<file path="src/rtl/demux_pkg.sv">
// Shared constants and helpers for the 1:2 buffered demultiplexer.
// Optional feature macro: DEMUX_STATS_EN (per-channel routed-word counters).
package demux_pkg;

    localparam int DATA_W = 32;

    localparam logic SEL_OUT1 = 1'b0;
    localparam logic SEL_OUT2 = 1'b1;

    // Pointer width for a power-of-two FIFO depth.
    function automatic int ptr_w(input int depth);
        return $clog2(depth);
    endfunction

endpackage

</file>
<file path="src/rtl/demux_1_2_buf_if.sv">
// Producer and two-consumer handshake bundle for demux_1_2_buf.
// The slave modport is the demux side; the master modport is the producer/consumer side.
// cnt1/cnt2 carry live values only when DEMUX_STATS_EN is defined.
interface demux_1_2_buf_if
    import demux_pkg::*;
#(
    parameter int WIDTH = DATA_W
);
    logic             in_valid;
    logic             in_ready;
    logic [WIDTH-1:0] in_data;
    logic             in_sel;
    logic             out1_valid;
    logic             out1_ready;
    logic [WIDTH-1:0] out1_data;
    logic             out2_valid;
    logic             out2_ready;
    logic [WIDTH-1:0] out2_data;
    logic [31:0]      cnt1;
    logic [31:0]      cnt2;

    modport slave (
        input  in_valid, in_data, in_sel, out1_ready, out2_ready,
        output in_ready, out1_valid, out1_data, out2_valid, out2_data, cnt1, cnt2
    );

    modport master (
        output in_valid, in_data, in_sel, out1_ready, out2_ready,
        input  in_ready, out1_valid, out1_data, out2_valid, out2_data, cnt1, cnt2
    );

endinterface

</file>
<file path="src/rtl/sync_fifo.sv">
// Small synchronous FIFO with occupancy count; head word is read combinationally
// and forced to zero while empty. Push while full and pop while empty are ignored.
module sync_fifo
    import demux_pkg::*;
#(
    parameter int WIDTH = DATA_W,
    parameter int DEPTH = 2
) (
    input  logic                   clk,
    input  logic                   rst,
    input  logic                   push,
    input  logic [WIDTH-1:0]       din,
    output logic                   full,
    input  logic                   pop,
    output logic [WIDTH-1:0]       dout,
    output logic                   empty,
    output logic [ptr_w(DEPTH):0]  count
);

    localparam int PW = ptr_w(DEPTH);
    localparam logic [PW:0] DEPTH_C = (PW+1)'(DEPTH);

    logic [PW-1:0]    wr_ptr;
    logic [PW-1:0]    rd_ptr;
    logic [WIDTH-1:0] mem [DEPTH];
    logic             push_en;
    logic             pop_en;

    assign push_en = push && !full;
    assign pop_en  = pop && !empty;
    assign full    = (count == DEPTH_C);
    assign empty   = (count == '0);
    assign dout    = empty ? '0 : mem[rd_ptr];

    // Storage, pointers (wrapping modulo DEPTH) and occupancy count.
    always_ff @(posedge clk or posedge rst) begin
        if (rst) begin
            wr_ptr <= '0;
            rd_ptr <= '0;
            count  <= '0;
            for (int unsigned i = 0; i < unsigned'(DEPTH); i++) begin
                mem[i] <= '0;
            end
        end else begin
            if (push_en) begin
                mem[wr_ptr] <= din;
                wr_ptr      <= wr_ptr + 1'b1;
            end
            if (pop_en) begin
                rd_ptr <= rd_ptr + 1'b1;
            end
            case ({push_en, pop_en})
                2'b10:   count <= count + 1'b1;
                2'b01:   count <= count - 1'b1;
                default: count <= count;
            endcase
        end
    end

endmodule

</file>
<file path="src/rtl/demux_1_2_buf.sv">
// 1:2 buffered demultiplexer: steers each accepted word into the out1 or out2
// FIFO by in_sel, so a stalled consumer never blocks the other channel.
// Optional feature macro: DEMUX_STATS_EN adds wrapping 32-bit routed-word counters.
module demux_1_2_buf
    import demux_pkg::*;
#(
    parameter int WIDTH = DATA_W,
    parameter int DEPTH = 2
) (
    input  logic             clk,
    input  logic             rst,
    demux_1_2_buf_if.slave   bus
);

    localparam int PW = ptr_w(DEPTH);

    logic          accept;
    logic          push1;
    logic          push2;
    logic          pop1;
    logic          pop2;
    logic          full1;
    logic          full2;
    logic          empty1;
    logic          empty2;
    logic [PW:0]   count1;
    logic [PW:0]   count2;

    // in_ready depends only on in_sel and registered occupancy, never on out*_ready.
    assign bus.in_ready = (bus.in_sel == SEL_OUT2) ? !full2 : !full1;
    assign accept       = bus.in_valid && bus.in_ready;
    assign push1        = accept && (bus.in_sel == SEL_OUT1);
    assign push2        = accept && (bus.in_sel == SEL_OUT2);
    assign pop1         = bus.out1_ready && !empty1;
    assign pop2         = bus.out2_ready && !empty2;

    assign bus.out1_valid = (count1 != '0);
    assign bus.out2_valid = (count2 != '0);

    sync_fifo #(
        .WIDTH (WIDTH),
        .DEPTH (DEPTH)
    ) u_fifo1 (
        .clk   (clk),
        .rst   (rst),
        .push  (push1),
        .din   (bus.in_data),
        .full  (full1),
        .pop   (pop1),
        .dout  (bus.out1_data),
        .empty (empty1),
        .count (count1)
    );

    sync_fifo #(
        .WIDTH (WIDTH),
        .DEPTH (DEPTH)
    ) u_fifo2 (
        .clk   (clk),
        .rst   (rst),
        .push  (push2),
        .din   (bus.in_data),
        .full  (full2),
        .pop   (pop2),
        .dout  (bus.out2_data),
        .empty (empty2),
        .count (count2)
    );

`ifdef DEMUX_STATS_EN
    logic [31:0] cnt1_q;
    logic [31:0] cnt2_q;

    // Count accepted words per channel; counters wrap naturally at 2^32.
    always_ff @(posedge clk or posedge rst) begin
        if (rst) begin
            cnt1_q <= '0;
            cnt2_q <= '0;
        end else begin
            if (push1) cnt1_q <= cnt1_q + 32'd1;
            if (push2) cnt2_q <= cnt2_q + 32'd1;
        end
    end

    assign bus.cnt1 = cnt1_q;
    assign bus.cnt2 = cnt2_q;
`else
    assign bus.cnt1 = '0;
    assign bus.cnt2 = '0;
`endif

endmodule

</file>
<file path="src/flat_wrapper.sv">
// flat-port wrapper written by rule: the top's interface ports become plain ports
module demux_1_2_buf_flat import demux_pkg::*;
#(
    parameter int WIDTH = DATA_W,
    parameter int DEPTH = 2
)
  (clk, rst, bus_in_valid, bus_in_data, bus_in_sel, bus_out1_ready, bus_out2_ready, bus_in_ready, bus_out1_valid, bus_out1_data, bus_out2_valid, bus_out2_data, bus_cnt1, bus_cnt2);
  demux_1_2_buf_if #(.WIDTH(WIDTH)) bus_i ();
  input  logic clk;
  input  logic rst;
  input wire logic [$bits(bus_i.in_valid)-1:0] bus_in_valid;
  input wire logic [$bits(bus_i.in_data)-1:0] bus_in_data;
  input wire logic [$bits(bus_i.in_sel)-1:0] bus_in_sel;
  input wire logic [$bits(bus_i.out1_ready)-1:0] bus_out1_ready;
  input wire logic [$bits(bus_i.out2_ready)-1:0] bus_out2_ready;
  output wire logic [$bits(bus_i.in_ready)-1:0] bus_in_ready;
  output wire logic [$bits(bus_i.out1_valid)-1:0] bus_out1_valid;
  output wire logic [$bits(bus_i.out1_data)-1:0] bus_out1_data;
  output wire logic [$bits(bus_i.out2_valid)-1:0] bus_out2_valid;
  output wire logic [$bits(bus_i.out2_data)-1:0] bus_out2_data;
  output wire logic [$bits(bus_i.cnt1)-1:0] bus_cnt1;
  output wire logic [$bits(bus_i.cnt2)-1:0] bus_cnt2;
  assign bus_i.in_valid = bus_in_valid;
  assign bus_i.in_data = bus_in_data;
  assign bus_i.in_sel = bus_in_sel;
  assign bus_i.out1_ready = bus_out1_ready;
  assign bus_i.out2_ready = bus_out2_ready;
  assign bus_in_ready = bus_i.in_ready;
  assign bus_out1_valid = bus_i.out1_valid;
  assign bus_out1_data = bus_i.out1_data;
  assign bus_out2_valid = bus_i.out2_valid;
  assign bus_out2_data = bus_i.out2_data;
  assign bus_cnt1 = bus_i.cnt1;
  assign bus_cnt2 = bus_i.cnt2;
  demux_1_2_buf #(.WIDTH(WIDTH), .DEPTH(DEPTH)) u_core (.clk(clk), .rst(rst), .bus(bus_i));
endmodule
</file>
<file path="config.mk">
export PLATFORM = sky130hd
export DESIGN_NAME = demux_1_2_buf_flat
export DESIGN_NICKNAME = d
export VERILOG_FILES = /design/src/rtl/demux_pkg.sv /design/src/rtl/demux_1_2_buf_if.sv /design/src/rtl/sync_fifo.sv /design/src/rtl/demux_1_2_buf.sv /design/src/flat_wrapper.sv
export SDC_FILE = /design/constraint.sdc
export NUM_CORES = 1
export LEC_CHECK = 0
export CAP_MARGIN = 10
export CORE_MARGIN = 3
export CORE_UTILIZATION = 45
export CTS_CLUSTER_DIAMETER = 30
export DETAILED_ROUTE_END_ITERATION = 10
export PLACE_DENSITY = 0.78
export SLEW_MARGIN = 25
export SYNTH_ARGS = -nofsm -noshare
export SYNTH_HDL_FRONTEND = slang
export SYNTH_SLANG_ARGS = --single-unit
</file>
<file path="constraint.sdc">
create_clock -name clk -period 6.2 [get_ports clk]
set_input_delay 1.24 -clock clk [delete_from_list [all_inputs] [get_ports clk]]
set_output_delay 1.24 -clock clk [all_outputs]
set_load 0.02 [all_outputs]
</file>
==> results of run 1 <==
[cells by family (layout without fill, tap and decap cells)]
logic type / count (synthesis) / count (layout) / synth area share (%)
buffers and inverters: 94 / 144 / 9.48
DFF: 136 / 136 / 50.7
and+or+nand+nor: 83 / 83 / 5.26
adders and majority gates: 2 / 2 / 0.373
AOI/OAI and AO/OA: 1 / 1 / 0.0745
other: 1 / 64 / 0.0559
muxes: 192 / 192 / 32.7
xor gates and xnor gates: 10 / 10 / 1.31
[metrics by stage]
stage / utilization [%] / total power [mW] / setup WS, ns
after global placement: 53.9 / 4.14 / 2.37
after global routing: 58.3 / 5.58 / 2.30
after CTS: 58.3 / 5.32 / 2.34
after detailed placement: 53.9 / 4.23 / 2.35
final: 58.3 / 5.27 / 2.35
after floorplan: - / 3.23 / 1.32
[final cells by class]
type,count,share of cell area [%]
clock inverter,9,1.75
clock buffer,23,5.77
tap,180,2.72
multi-input combinational,352,35.4
inverter,3,0.196
timing repair buffer,109,13.0
sequential,136,41.1
[routing by layer]
| layer | track usage, % | routed length [um] | vias up |
|---|---|---|---|
| met2 | 31.4 | 7120 | 142 |
| li1 | - | - | 1838 |
| met3 | 4.29 | 709 | 21 |
| met4 | 6.37 | 216 | 0 |
| met1 | 22.2 | 6050 | 2072 |
| met5 | 0 | 0 | - |
[critical path, stage by stage]
cell and delay [ns]:
clkdlybuf4s50_1 0.55, nor2_1 0.08, a21oi_1 0.12, clkdlybuf4s50_1 0.62
[registers in the layout, summed over array words and instances (netlist names)]
signal / cells
u_core.u_fifo1.wr_ptr: 1
u_core.u_fifo2.count: 2
u_core.u_fifo1.rd_ptr: 1
u_core.u_fifo2.mem: 64
u_core.u_fifo2.rd_ptr: 1
u_core.u_fifo1.mem: 64
u_core.u_fifo1.count: 2
u_core.u_fifo2.wr_ptr: 1
[layout by cell type, fill, tap and decap left out, drive strengths merged]
cell type,instances
dfrtp,136
mux2,128
clkdlybuf4s50,104
nor2,69
mux2i,64
conb,64
clkbuf,23
xnor2,6
clkinv,5
buf,5
nand2b,4
xor2,4
bufinv,4
inv,3
nor2b,2
nor3,2
and2,2
ha,2
nand4,1
nand2,1
nand3,1
a21oi,1
or3b,1
[power by group through the flow]
stage	logic, mW	registers, mW	clock network (mW)
2_1_floorplan	1.71	1.53	0
3_3_place_gp	2.45	1.69	0
3_5_place_dp	2.50	1.73	0
4_1_cts	2.51	1.72	1.09
5_1_grt	2.66	1.79	1.13
6_report	2.47	1.73	1.07
[path summary, 6_finish.rpt]
path	startpoint	end	slack, ns	cells past startpoint
worst max-delay path	bus_in_sel	bus_in_ready	2.35	4
worst min-delay path	u_core.u_fifo1.mem[34]	u_core.u_fifo1.mem[34]	0.49	1
worst max register to register	u_core.u_fifo1.count[0]	u_core.u_fifo1.count[1]	3.93	6
worst min register to register	u_core.u_fifo1.mem[34]	u_core.u_fifo1.mem[34]	0.49	1
max in group asynchronous	rst	u_core.u_fifo1.rd_ptr	3.61	3
min in group asynchronous	rst	u_core.u_fifo2.mem[41]	1.28	2
==> results.py, run 1 <==
metrics = {
    "timing": {
        "maxSlewViolCount": 0,
        "period_needed_ns": 3.85,
        "rsz0062_at_grt": "no",
        "finalSetupViolations": 0,
        "tightest_slew_ns": 1.05,
        "finalHoldViolCount": 0,
        "setup_tns_ns": 0,
        "period_share_pct": 62.0,
        "clock_skew_ns": 0.00610,
        "slew_headroom_pct": 30.1,
        "hold_ws_ns": 0.488,
        "fmax_mhz": 260,
    },
    "routing": {
        "detail_route.wl_per_cell_um": 17.4,
        "first_iter_violations": 139,
        "routed_wl_um": 14100,
        "dr.pass1.iters": 4,
        "num_vias": 4073,
        "avgViaCountPerCell": 5.02,
        "ant_nets": 0,
        "drc_errors": 0,
    },
    "floorplanning": {
        "die-area_um2": 16400,
        "pin_count": 169,
        "rows": 43,
        "die_h_um": 128,
        "die_x_um": 128,
        "core-area_um2": 14200,
        "initial_utilization_pct": 47.2,
    },
    "power_and_ir_drop": {
        "power.internal_mw": 3.37,
        "power.static_leakage_nw": 3.85,
        "vdd_drop_max_mv": 0.357,
        "power.density_nw_per_um2": 636,
        "p_comb_share_pct": 46.9,
        "p_switching_mw": 1.90,
        "seqPwrFrac_pct": 32.8,
        "clkPwrFrac_pct": 20.3,
        "swShare_pct": 36.1,
    },
    "clock_tree": {
        "clock_latency_ns": 0.41,
        "postCtsSetupBuffers": 0,
        "htreeDepth": 4,
        "cts_buffer_depth": 2,
        "hold_buffers": 0,
        "root_buffer": "clkbuf_16",
        "ctsResizeCount": 0,
        "path_clk_slew_ns": 0.06,
        "numCtsBuffers": 17,
        "cts_tree": "done",
        "cts_sinks": 136,
    },
    "global_routing": {
        "first_global_vias": 4373,
        "grt_use_total_pct": 18.2,
        "grt_max_degree": 72,
        "gr-total-overflow": 0,
        "antenna_found_initial": 0,
        "grt_pass1_wl_um": 23100,
    },
    "logic_synthesis": {
        "ys_ff_latch": 136,
        "synth_edf_count": 0,
        "synth_top_area_share_pct": 50.7,
        "yosys_warnings": 0,
        "syn_area_um2": 6710,
        "synth.yosys.seq_area_share_pct": 50.7,
        "yosysTopAreaCell": "dfrtp_1",
        "synth_area_leaders": "dfrtp_1 51%, mux2_2 16%, mux2i_1 9.6%",
        "async_reset_ff_share_pct": 100,
        "synth_area_per_cell_um2": 12.9,
        "synthCells": 519,
        "ys_types": 24,
        "synth_ff_type": "dfrtp_1",
        "synth.top_cells.by_count": "136 x dfrtp_1, 94 x mux2_2, 69 x nor2_1, 64 x buf_4, 64 x mux2i_1",
        "synth_most_common_cell": "dfrtp_1",
    },
    "final_layout": {
        "num_antenna_cells": 0,
        "area_growth_pct": 23.5,
        "fin_cells": 812,
        "multi_input_area_um2": 2930,
        "seqCellArea_um2": 3410,
        "nets": 659,
        "drive_gt1_share_pct": 26.3,
        "finalInstanceArea_um2": 8280,
        "layout.filler_cells": 1149,
    },
    "critical_path": {
        "cp-end-kind": "output pin",
        "cp.required_ns": 4.96,
        "start_kind": "primary input",
        "crit_fanout": 6,
        "crit_type": "primary input to output pin",
        "critPathArrivalTime_ns": 2.61,
    },
    "placed_design": {
        "place.gp.congestion": 0.738,
        "placed_area_um2": 7660,
        "port_buffers": 104,
        "hpwlAfterDp_um": 9040,
        "placedCellCount": 780,
    },
    "status": {
        "status": "completed",
    },
    "flow_run": {
        "maxCapViolCount": 0,
    },
    "hold_path": {
        "min_path_type": "flop to flop",
    },
}
Power figures use the tool's default switching activity.
==> run 2: changes to the inputs <==
--- a/config.mk
+++ b/config.mk
@@ -10,7 +10,7 @@
 export CORE_UTILIZATION = 45
 export CTS_CLUSTER_DIAMETER = 30
 export DETAILED_ROUTE_END_ITERATION = 10
-export PLACE_DENSITY = 0.78
+export PLACE_DENSITY = 0.81
 export SLEW_MARGIN = 25
 export SYNTH_ARGS = -nofsm -noshare
 export SYNTH_HDL_FRONTEND = slang
==> constraint.sdc (replaced) <==
create_clock -name clk -period 3.4 [get_ports clk]
set_input_delay 0.68 -clock clk [delete_from_list [all_inputs] [get_ports clk]]
set_output_delay 0.68 -clock clk [all_outputs]
set_load 0.02 [all_outputs]
==> run 2 against run 1 <==
Net effect:
- non-clock buffer count grew 5
- combinational power grew 91%
- sequential power grew 76%
- die area is the same
- first-iteration DRC count grew 23%
- register-to-register slack lost 2.6 ns
- wire length grew 3.2%
- global-route usage grew 0.28 points
==> results.py, run 2 (synthesis results as in run 1) <==
metrics = {
    "timing": {
        "period_needed_ns": 2.98,
        "fmax_mhz": 335,
        "setup_tns_ns": 0,
        "clock_skew_ns": 0.00415,
        "period_share_pct": 87.7,
        "rsz0062_at_grt": "no",
        "maxSlewViolCount": 0,
        "slew_headroom_pct": 59.5,
        "finalSetupViolations": 0,
        "tightest_slew_ns": 0.607,
        "finalHoldViolCount": 0,
    },
    "final_layout": {
        "layout_commonest_cell": "dfrtp_1",
        "largestRegisters": "u_core.u_fifo1.mem x64, u_core.u_fifo2.mem x64",
        "finalInstanceArea_um2": 8380,
        "final_core_util_pct": 59.0,
        "final_cell_mix": "134 x dfrtp_1, 104 x clkdlybuf4s50_1, 94 x mux2_2",
        "nets": 664,
        "layout.filler_cells": 1127,
        "drive_gt1_share_pct": 27.3,
        "area_growth_pct": 25.0,
        "num_antenna_cells": 0,
    },
    "flow_run": {
        "maxCapViolCount": 0,
    },
    "routing": {
        "dr.pass1.iters": 4,
        "drc_errors": 0,
        "first_iter_violations": 171,
        "routed_wl_um": 14500,
        "ant_nets": 0,
        "num_vias": 4139,
        "detail_route.wl_per_cell_um": 17.8,
        "avgViaCountPerCell": 5.07,
    },
    "critical_path": {
        "path_cells": "nor2_4 > buf_4 > nor2_1 > clkdlybuf4s50_1",
        "crit_fanout": 17,
        "cp_slowest_stage_delay_ns": 0.55,
        "cp-end-kind": "output pin",
        "crit_family": "buffers and inverters",
        "crit_type": "flop to output pin",
        "cp.required_ns": 2.72,
        "start_kind": "flop",
        "critPathSlowestCell": "clkdlybuf4s50_1",
        "critPathArrivalTime_ns": 2.30,
        "crit_buf_inv": 2,
    },
    "global_routing": {
        "gr-total-overflow": 0,
        "grt_max_degree": 87,
        "top_usage_layer": "met2",
        "grt_util_met1_pct": 22.4,
        "antenna_found_initial": 0,
        "first_global_vias": 4576,
        "use_met3_pct": 4.96,
        "grt_pass1_wl_um": 23700,
        "grt_use_total_pct": 18.4,
        "use_met2_pct": 31.9,
    },
    "floorplanning": {
        "die_x_um": 128,
        "core-area_um2": 14200,
        "rows": 43,
        "die_h_um": 128,
        "initial_utilization_pct": 47.2,
        "die-area_um2": 16400,
        "pin_count": 169,
    },
    "placed_design": {
        "hpwlAfterDp_um": 9740,
        "placed_area_um2": 7730,
        "place.gp.congestion": 0.739,
        "port_buffers": 104,
    },
    "power_and_ir_drop": {
        "power.static_leakage_nw": 3.88,
        "vdd_drop_max_mv": 0.621,
        "power.density_nw_per_um2": 1170,
    },
    "clock_tree": {
        "cts_sinks": 136,
        "hold_buffers": 0,
        "ctsResizeCount": 0,
        "numCtsBuffers": 17,
        "root_buffer": "clkbuf_16",
        "cts_buffer_depth": 2,
        "clock_latency_ns": 0.42,
        "path_clk_slew_ns": 0.06,
        "cts_tree": "done",
        "postCtsSetupBuffers": 0,
        "htreeDepth": 4,
    },
    "hold_path": {
        "min_path_type": "flop to flop",
    },
    "status": {
        "status": "completed",
    },
}
==> run 2: changes by cell type in the layout (fill, tap and decap cells not counted), sizes merged <==
| cell | before | now |
|---|---|---|
| clkbuf | 23 | 17 |
| buf | 5 | 10 |
| clkinvlp | 0 | 4 |
| bufinv | 4 | 5 |
| clkinv | 5 | 6 |
==> run 2: worst paths after layout <==
path | start | endpoint | slack [ns] | cells past startpoint
worst max register to register | u_core.u_fifo2.count[0] | u_core.u_fifo2.count[1] | 1.36 | 7
min in group asynchronous | rst | u_core.u_fifo2.mem[33] | 0.66 | 2
max in group asynchronous | rst | u_core.u_fifo2.rd_ptr | 1.90 | 3
worst min register to register | u_core.u_fifo2.mem[56] | u_core.u_fifo2.mem[56] | 0.49 | 1
worst min-delay path | u_core.u_fifo2.mem[56] | u_core.u_fifo2.mem[56] | 0.49 | 1
worst max-delay path | u_core.u_fifo1.count[0] | bus_out1_data[18] | 0.42 | 4
==> run 2: where the power goes <==
group	internal (mW)	switching, mW	leakage, nW
sequential	2.45	0.594	1.61
clock	1.30	0.714	0.309
combinational	2.45	2.26	1.96
total	6.21	3.57	3.88
==> run 2: final cells by class <==
cell class | count | area (um^2) | area share, %
clock buffer | 17 | 425 | 5.07
clock inverter | 15 | 226 | 2.70
inverter | 3 | 15.0 | 0.179
multi-input combinational | 352 | 2930 | 35.0
sequential | 136 | 3410 | 40.6
tap | 180 | 225 | 2.69
timing repair buffer | 114 | 1150 | 13.8
==> run 2: through the flow <==
step / hold WS (ns) / power (mW) / cells / setup slack, ns
2_1_floorplan: 0.457 / 5.90 / 582 / 1.03
3_3_place_gp: 0.466 / 7.61 / 785 / 0.684
3_5_place_dp: 0.475 / 7.80 / 785 / 0.662
4_1_cts: 0.489 / 9.87 / 817 / 0.375
5_1_grt: 0.510 / 10.3 / 817 / 0.273
6_report: 0.488 / 9.78 / 817 / 0.417
==> run 2: per-layer routing <==
metal	wire length, um	vias to the layer above	part of all wire (%)
met5	0	-	0
met4	186	0	1.3
met3	870	17	6.0
met2	7400	159	51
met1	6090	2116	42
li1	-	1847	-
